File: src/rtl/program_loader_if.sv
// program_loader_if: byte stream handshake from a receiver into the program loader
interface program_loader_if;
   logic       rx_valid;
   logic [7:0] rx_data;
   logic       rx_ready;
   modport master (output rx_valid, rx_data, input rx_ready);
   modport slave (input rx_valid, rx_data, output rx_ready);
endinterface

File: src/rtl/program_loader.sv
// program_loader: assembles a framed little-endian byte stream into instruction RAM words, then boots the core
module program_loader #(
   parameter int         ADDR_WIDTH       = 16,
   parameter int         TIMEOUT_CYCLES   = 1000000,
   parameter int         CPU_RESET_CYCLES = 4,
   parameter logic [7:0] SYNC_BYTE        = 8'hA5
) (
   input  logic                  clk,
   input  logic                  rst,
   program_loader_if.slave       rx,
   output logic                  instruction_write,
   output logic [31:0]           instruction_in,
   output logic [ADDR_WIDTH-1:0] instruction_addr,
   output logic                  cpu_reset,
   output logic                  debug_enable,
   output logic                  load_done,
   output logic [1:0]            error_code
);
   localparam int MAX_WORDS = 2 ** (ADDR_WIDTH - 2);
   localparam int TW = $clog2(TIMEOUT_CYCLES + 1);
   localparam int CW = $clog2(CPU_RESET_CYCLES + 1);
   localparam logic [TW-1:0] TMO_LAST = TW'(TIMEOUT_CYCLES - 1);
   localparam logic [CW-1:0] RST_LAST = CW'(CPU_RESET_CYCLES - 1);
   localparam logic [3:0] IDLE    = 4'd0;
   localparam logic [3:0] LEN_LO  = 4'd1;
   localparam logic [3:0] LEN_HI  = 4'd2;
   localparam logic [3:0] DATA    = 4'd3;
   localparam logic [3:0] WRITE   = 4'd4;
   localparam logic [3:0] CHECK   = 4'd5;
   localparam logic [3:0] CPU_RST = 4'd6;
   localparam logic [3:0] RUN     = 4'd7;
   localparam logic [3:0] ERROR   = 4'd8;

   logic [3:0]            state;
   logic [7:0]            len_lo;
   logic [7:0]            chk;
   logic [15:0]           remaining;
   logic [1:0]            byte_idx;
   logic [TW-1:0]         tmo;
   logic [CW-1:0]         rst_cnt;
   logic [ADDR_WIDTH-1:0] addr;
   logic [31:0]           word;
   logic                  accept;
   logic                  timed;
   logic                  overflow;
   logic [15:0]           len;

   // rx_ready is gated by reset so the receiver sees it low while reset is held
   assign rx.rx_ready = rst && state != WRITE && state != CPU_RST;
   assign accept = rx.rx_valid && rx.rx_ready;
   assign timed = state inside {LEN_LO, LEN_HI, DATA, CHECK};
   assign len = {rx.rx_data, len_lo};
   assign overflow = 32'(len) > 32'(MAX_WORDS);
   assign instruction_write = state == WRITE;
   assign instruction_in = word;
   assign instruction_addr = addr;
   assign cpu_reset = state == CPU_RST;
   assign debug_enable = state == RUN;
   assign load_done = state == RUN;

   always_ff @(posedge clk or negedge rst) begin
      if (!rst) begin
         state      <= IDLE;
         len_lo     <= '0;
         chk        <= '0;
         remaining  <= '0;
         byte_idx   <= '0;
         tmo        <= '0;
         rst_cnt    <= '0;
         addr       <= '0;
         word       <= '0;
         error_code <= '0;
      end else begin
         tmo <= timed && !accept ? tmo + 1'b1 : '0;
         case (state)
            IDLE, RUN, ERROR: if (accept && rx.rx_data == SYNC_BYTE) begin
               state      <= LEN_LO;
               error_code <= '0;
               addr       <= '0;
               chk        <= '0;
               byte_idx   <= '0;
            end
            LEN_LO: if (accept) begin
               len_lo <= rx.rx_data;
               chk    <= chk ^ rx.rx_data;
               state  <= LEN_HI;
            end
            LEN_HI: if (accept) begin
               chk        <= chk ^ rx.rx_data;
               remaining  <= len;
               state      <= overflow ? ERROR : len == '0 ? CHECK : DATA;
               error_code <= overflow ? 2'b01 : 2'b00;
            end
            DATA: if (accept) begin
               word     <= {rx.rx_data, word[31:8]};
               chk      <= chk ^ rx.rx_data;
               byte_idx <= byte_idx + 1'b1;
               state    <= byte_idx == 2'd3 ? WRITE : DATA;
            end
            WRITE: begin
               addr      <= addr + ADDR_WIDTH'(4);
               remaining <= remaining - 1'b1;
               state     <= remaining == 16'd1 ? CHECK : DATA;
            end
            CHECK: if (accept) begin
               state      <= rx.rx_data == chk ? CPU_RST : ERROR;
               error_code <= rx.rx_data == chk ? 2'b00 : 2'b10;
               rst_cnt    <= '0;
            end
            CPU_RST: begin
               rst_cnt <= rst_cnt + 1'b1;
               state   <= rst_cnt == RST_LAST ? RUN : CPU_RST;
            end
            default: state <= IDLE;
         endcase
         if (timed && !accept && tmo == TMO_LAST) begin
            state      <= ERROR;
            error_code <= 2'b11;
         end
      end
   end
endmodule

File: src/flat_wrapper.sv
// flat-port wrapper written by rule: the top's interface ports become plain ports
module program_loader_flat 
#(
   parameter int         ADDR_WIDTH       = 16,
   parameter int         TIMEOUT_CYCLES   = 1000000,
   parameter int         CPU_RESET_CYCLES = 4,
   parameter logic [7:0] SYNC_BYTE        = 8'hA5
)
  (clk, rst, instruction_write, instruction_in, instruction_addr, cpu_reset, debug_enable, load_done, error_code, rx_rx_valid, rx_rx_data, rx_rx_ready);
  program_loader_if rx_i ();
  input  logic clk;
  input  logic rst;
  output logic instruction_write;
  output logic [31:0] instruction_in;
  output logic [ADDR_WIDTH-1:0] instruction_addr;
  output logic cpu_reset;
  output logic debug_enable;
  output logic load_done;
  output logic [1:0] error_code;
  input wire logic [$bits(rx_i.rx_valid)-1:0] rx_rx_valid;
  input wire logic [$bits(rx_i.rx_data)-1:0] rx_rx_data;
  output wire logic [$bits(rx_i.rx_ready)-1:0] rx_rx_ready;
  assign rx_i.rx_valid = rx_rx_valid;
  assign rx_i.rx_data = rx_rx_data;
  assign rx_rx_ready = rx_i.rx_ready;
  program_loader #(.ADDR_WIDTH(ADDR_WIDTH), .TIMEOUT_CYCLES(TIMEOUT_CYCLES), .CPU_RESET_CYCLES(CPU_RESET_CYCLES), .SYNC_BYTE(SYNC_BYTE)) u_core (.clk(clk), .rst(rst), .rx(rx_i), .instruction_write(instruction_write), .instruction_in(instruction_in), .instruction_addr(instruction_addr), .cpu_reset(cpu_reset), .debug_enable(debug_enable), .load_done(load_done), .error_code(error_code));
endmodule
File: config.mk
export PLATFORM = sky130hd
export DESIGN_NAME = program_loader_flat
export DESIGN_NICKNAME = d
export VERILOG_FILES = /design/src/rtl/program_loader_if.sv /design/src/rtl/program_loader.sv /design/src/flat_wrapper.sv
export SDC_FILE = /design/constraint.sdc
export NUM_CORES = 1
export LEC_CHECK = 0
export CAP_MARGIN = 20
export CORE_ASPECT_RATIO = 1.25
export CORE_MARGIN = 2
export CORE_UTILIZATION = 43
export CTS_BUF_LIST = sky130_fd_sc_hd__clkbuf_8
export CTS_CLUSTER_DIAMETER = 80
export CTS_CLUSTER_SIZE = 8
export DETAILED_ROUTE_END_ITERATION = 6
export GPL_TIMING_DRIVEN = 1
export HOLD_SLACK_MARGIN = 0.06
export PLACE_DENSITY = 0.68
export SLEW_MARGIN = 30
export SYNTH_ARGS = -nofsm -noshare
export SYNTH_HDL_FRONTEND = slang
export SYNTH_SLANG_ARGS = --single-unit
File: constraint.sdc
create_clock -name clk -period 2.5 [get_ports clk]
set_input_delay 0.5 -clock clk [delete_from_list [all_inputs] [get_ports clk]]
set_output_delay 0.5 -clock clk [all_outputs]
set_load 0.02 [all_outputs]
==> qor.csv <==
stage,metric,value,unit
timing,skew,14.0,ps
power_and_ir_drop,leakage,2.82,nW
logic_synthesis,ys_ff_latch,109,
logic_synthesis,syn_area_per_cell,10.1,sq um
power_and_ir_drop,max-vdd-ir-drop,0.000420,V
global_route,grt_pass1_vias,4450,
detailed_routing,detail_route.vias_per_cell,5.53,
logic_synthesis,synthArstFlopShare,1.00,
clock_network,cts_tree,built,
timing,fin_crit,2380,ps
worst_setup_path,end_kind,output pin,
global_route,grt_overflow_total,0,
logic_synthesis,netlist-cell-type-count,63,
placement,placement.io_buffers,63,
worst_setup_path,critPathRequiredTime,2000,ps
detailed_routing,ant_nets,0,
finish,nNetsFinal,642,
timing,setup_tns,0,ps
clock_network,cts_buffers,9,
detailed_routing,wl_per_cell,15.7,um
floorplan,ios,66,
finish,layout_commonest_cell,dfrtp_1,
worst_setup_path,crit_path_max_fanout,5,
finish,layout_common_cells,"dfrtp_1, clkdlybuf4s50_1, nor2_1",
min_path,min_path_type,register to register,
run_status,status,"finished, final reports clean",
floorplan,num_rows,46,
clock_network,htree_levels,3,
timing,relSlewSlack,0.613,
global_route,grt_usage,0.192,
floorplan,die_h,131,um
worst_setup_path,cp_data_arrival_time,1880,ps
detailed_routing,drt_iter0_markers,228,
floorplan,die_x,106,um
logic_synthesis,synth_ff_type,dfrtp_1,
clock_network,clock-sinks,109,
timing,worstMarginPinSlew,565,ps
timing,timing.final.crit_share,0.950,
clock_network,clock_latency,390,ps
finish,fillCellCount,1169,
timing,finalSetupViolCount,0,
worst_setup_path,critPathKind,register to output pin,
power_and_ir_drop,pwr_density_cell,771,nW/um^2
timing,hold_viol,0,
clock_network,cts_setup_buffers,0,
timing,rsz0062_at_grt,false,
global_route,grt_pass1_wl,21400,um
finish,drive_gt1_frac,0.162,
floorplan,die_area,13800,sq um
detailed_routing,wl,12500,um
global_route,grt_max_degree,46,
clock_network,clk_pin_slew,110,ps
placement,hpwlAfterDp,9030,um
timing,slew_violations,0,
logic_synthesis,ys_seq_area_frac,0.492,
placement,place.gp.congestion,0.848,
logic_synthesis,yosysWarningCount,0,
logic_synthesis,syn_inst,550,
finish,antennaDiodeCount,0,
timing,max_freq,421,MHz
logic_synthesis,synth_edf_count,0,
floorplan,core_region_area,12700,sq um
finish,area_delta_synth_final,20.9,%
detailed_routing,first_pass_iters,5,
floorplan,initial_core_util,0.438,
finish,final_util,0.529,
logic_synthesis,synthesis.area,5550,sq um
clock_network,clock_path_buffers,2,
worst_setup_path,worstSetupStartpointType,register,
clock_network,clockRootBuffer,clkbuf_8,
job,drv_cap,0,
detailed_routing,vias,4411,
global_route,antenna_found_initial,0,
detailed_routing,drc,0,
[power by group]
part	leakage (nW)	internal [mW]	total, mW	switching, mW
combinational	1.33	0.719	1.57	0.853
clock	0.105	0.406	1.10	0.692
sequential	1.38	2.13	2.50	0.369
[area by class of cell]
type	count	area, sq um	area share
clock buffer	9	124	0.0185
clock inverter	7	83.8	0.0125
inverter	12	50.0	0.00747
tap	168	210	0.0314
sequential	109	2730	0.407
timing repair buffer	94	876	0.131
multi-input combinational	398	2630	0.392
[registers in the layout, indices dropped and copies added (netlist names), 3 cells and up]
name	count
u_core.instruction_in	32
u_core.tmo	20
u_core.len_lo	8
u_core.chk	8
u_core.remaining	16
u_core.instruction_addr	14
u_core.state	4
u_core.rst_cnt	3
[critical path, cell delays in order, from the launching register on]
cell and delay, ps:
dfrtp_1 450, or4b_1 630, clkinv_4 80, dlygate4sd2_1 340
[synth_stat cells (all sizes together) (2+ instances only)]
cell,count,area (sq um)
o311ai,2,17.5
and2,4,25.0
mux2,40,450
a31o,2,17.5
o41ai,3,33.8
o2bb2ai,3,26.3
o21a,2,15.0
nand2,49,184
a21o,2,15.0
xnor2,20,175
buf,13,72.6
nand3,23,120
o32ai,2,17.5
nor2,52,195
nand4bb,2,22.5
o22ai,3,18.8
xor2,6,52.6
inv,11,41.3
nor3,13,70.1
and4,3,26.3
a31oi,9,56.3
and3,9,56.3
clkbuf,19,71.3
or3,6,37.5
mux2i,6,60.1
ha,7,87.6
nand3b,2,15.0
o211a,2,20.0
a221o,2,20.0
nand4,9,62.6
nor4,12,96.3
a21oi,19,98.9
o31ai,3,22.5
o21ai,42,210
nor4b,2,32.5
dfrtp,109,2730
or4,5,37.5
o211ai,5,37.5
a211oi,4,30.0
nand2b,6,37.5
nor3b,3,22.5
nor2b,3,18.8
[metrics by stage]
step                cells  total power, mW  setup slack, ps  hold WS, ps  instance area [sq um]
floorplan             551             3.50              589          204                   5550
global placement      780             4.01              164          345                   6480
detailed placement    780             4.08              107          348                   6480
CTS                   797             5.20             12.8          454                   6700
global route          797             5.50             58.8          451                   6700
finish                797             5.17              125          460                   6700
[kinds of logic (layout without fill, tap and decap cells)]
family / after synthesis / count (layout) / synth area share
adder cells (fa/ha/maj): 7 / 7 / 0.0158
multiplexers: 46 / 46 / 0.0920
buffers and inverters: 44 / 122 / 0.0350
flip-flops: 109 / 109 / 0.492
AND/OR/NAND/NOR: 208 / 208 / 0.199
AO/OA/AOI/OAI: 109 / 109 / 0.125
XOR/XNOR: 26 / 26 / 0.0411
other: 1 / 2 / 0.000676
[worst paths after layout]
kind / from / endpoint / slack (ps) / cells after the start
worst max register to register: u_core.state[3] / u_core.instruction_addr[15] / 270 / 6
worst min register to register: u_core.tmo[0] / u_core.tmo[0] / 460 / 1
min in group asynchronous: rst / u_core.byte_idx[0] / 470 / 2
worst max-delay path: u_core.state[3] / instruction_write / 120 / 3
max in group asynchronous: rst / u_core.state[2] / 1200 / 3
worst min-delay path: u_core.tmo[0] / u_core.tmo[0] / 460 / 1
[metal layers]
| metal | vias up | part of all wire | wire, um | GRT usage |
|---|---|---|---|---|
| met1 | 2181 | 0.43 | 5450 | 0.236 |
| li1 | 2123 | - | - | - |
| met4 | 0 | 0.014 | 180 | 0.0704 |
| met2 | 95 | 0.51 | 6450 | 0.343 |
| met5 | - | 0 | 0 | 0 |
| met3 | 12 | 0.037 | 459 | 0.0313 |
[repair_timing]
| item | in CTS | in global routing |
|---|---|---|
| cloned | 0 | 0 |
| pin swaps | 0 | 0 |
| endpoints found under the hold margin | 3 | 0 |
| resized for setup | 3 | 2 |
| hold buffers | 1 | 0 |
| endpoints found under the setup margin | 3 | 3 |
Note: power is estimated with default switching activity, not from simulation.
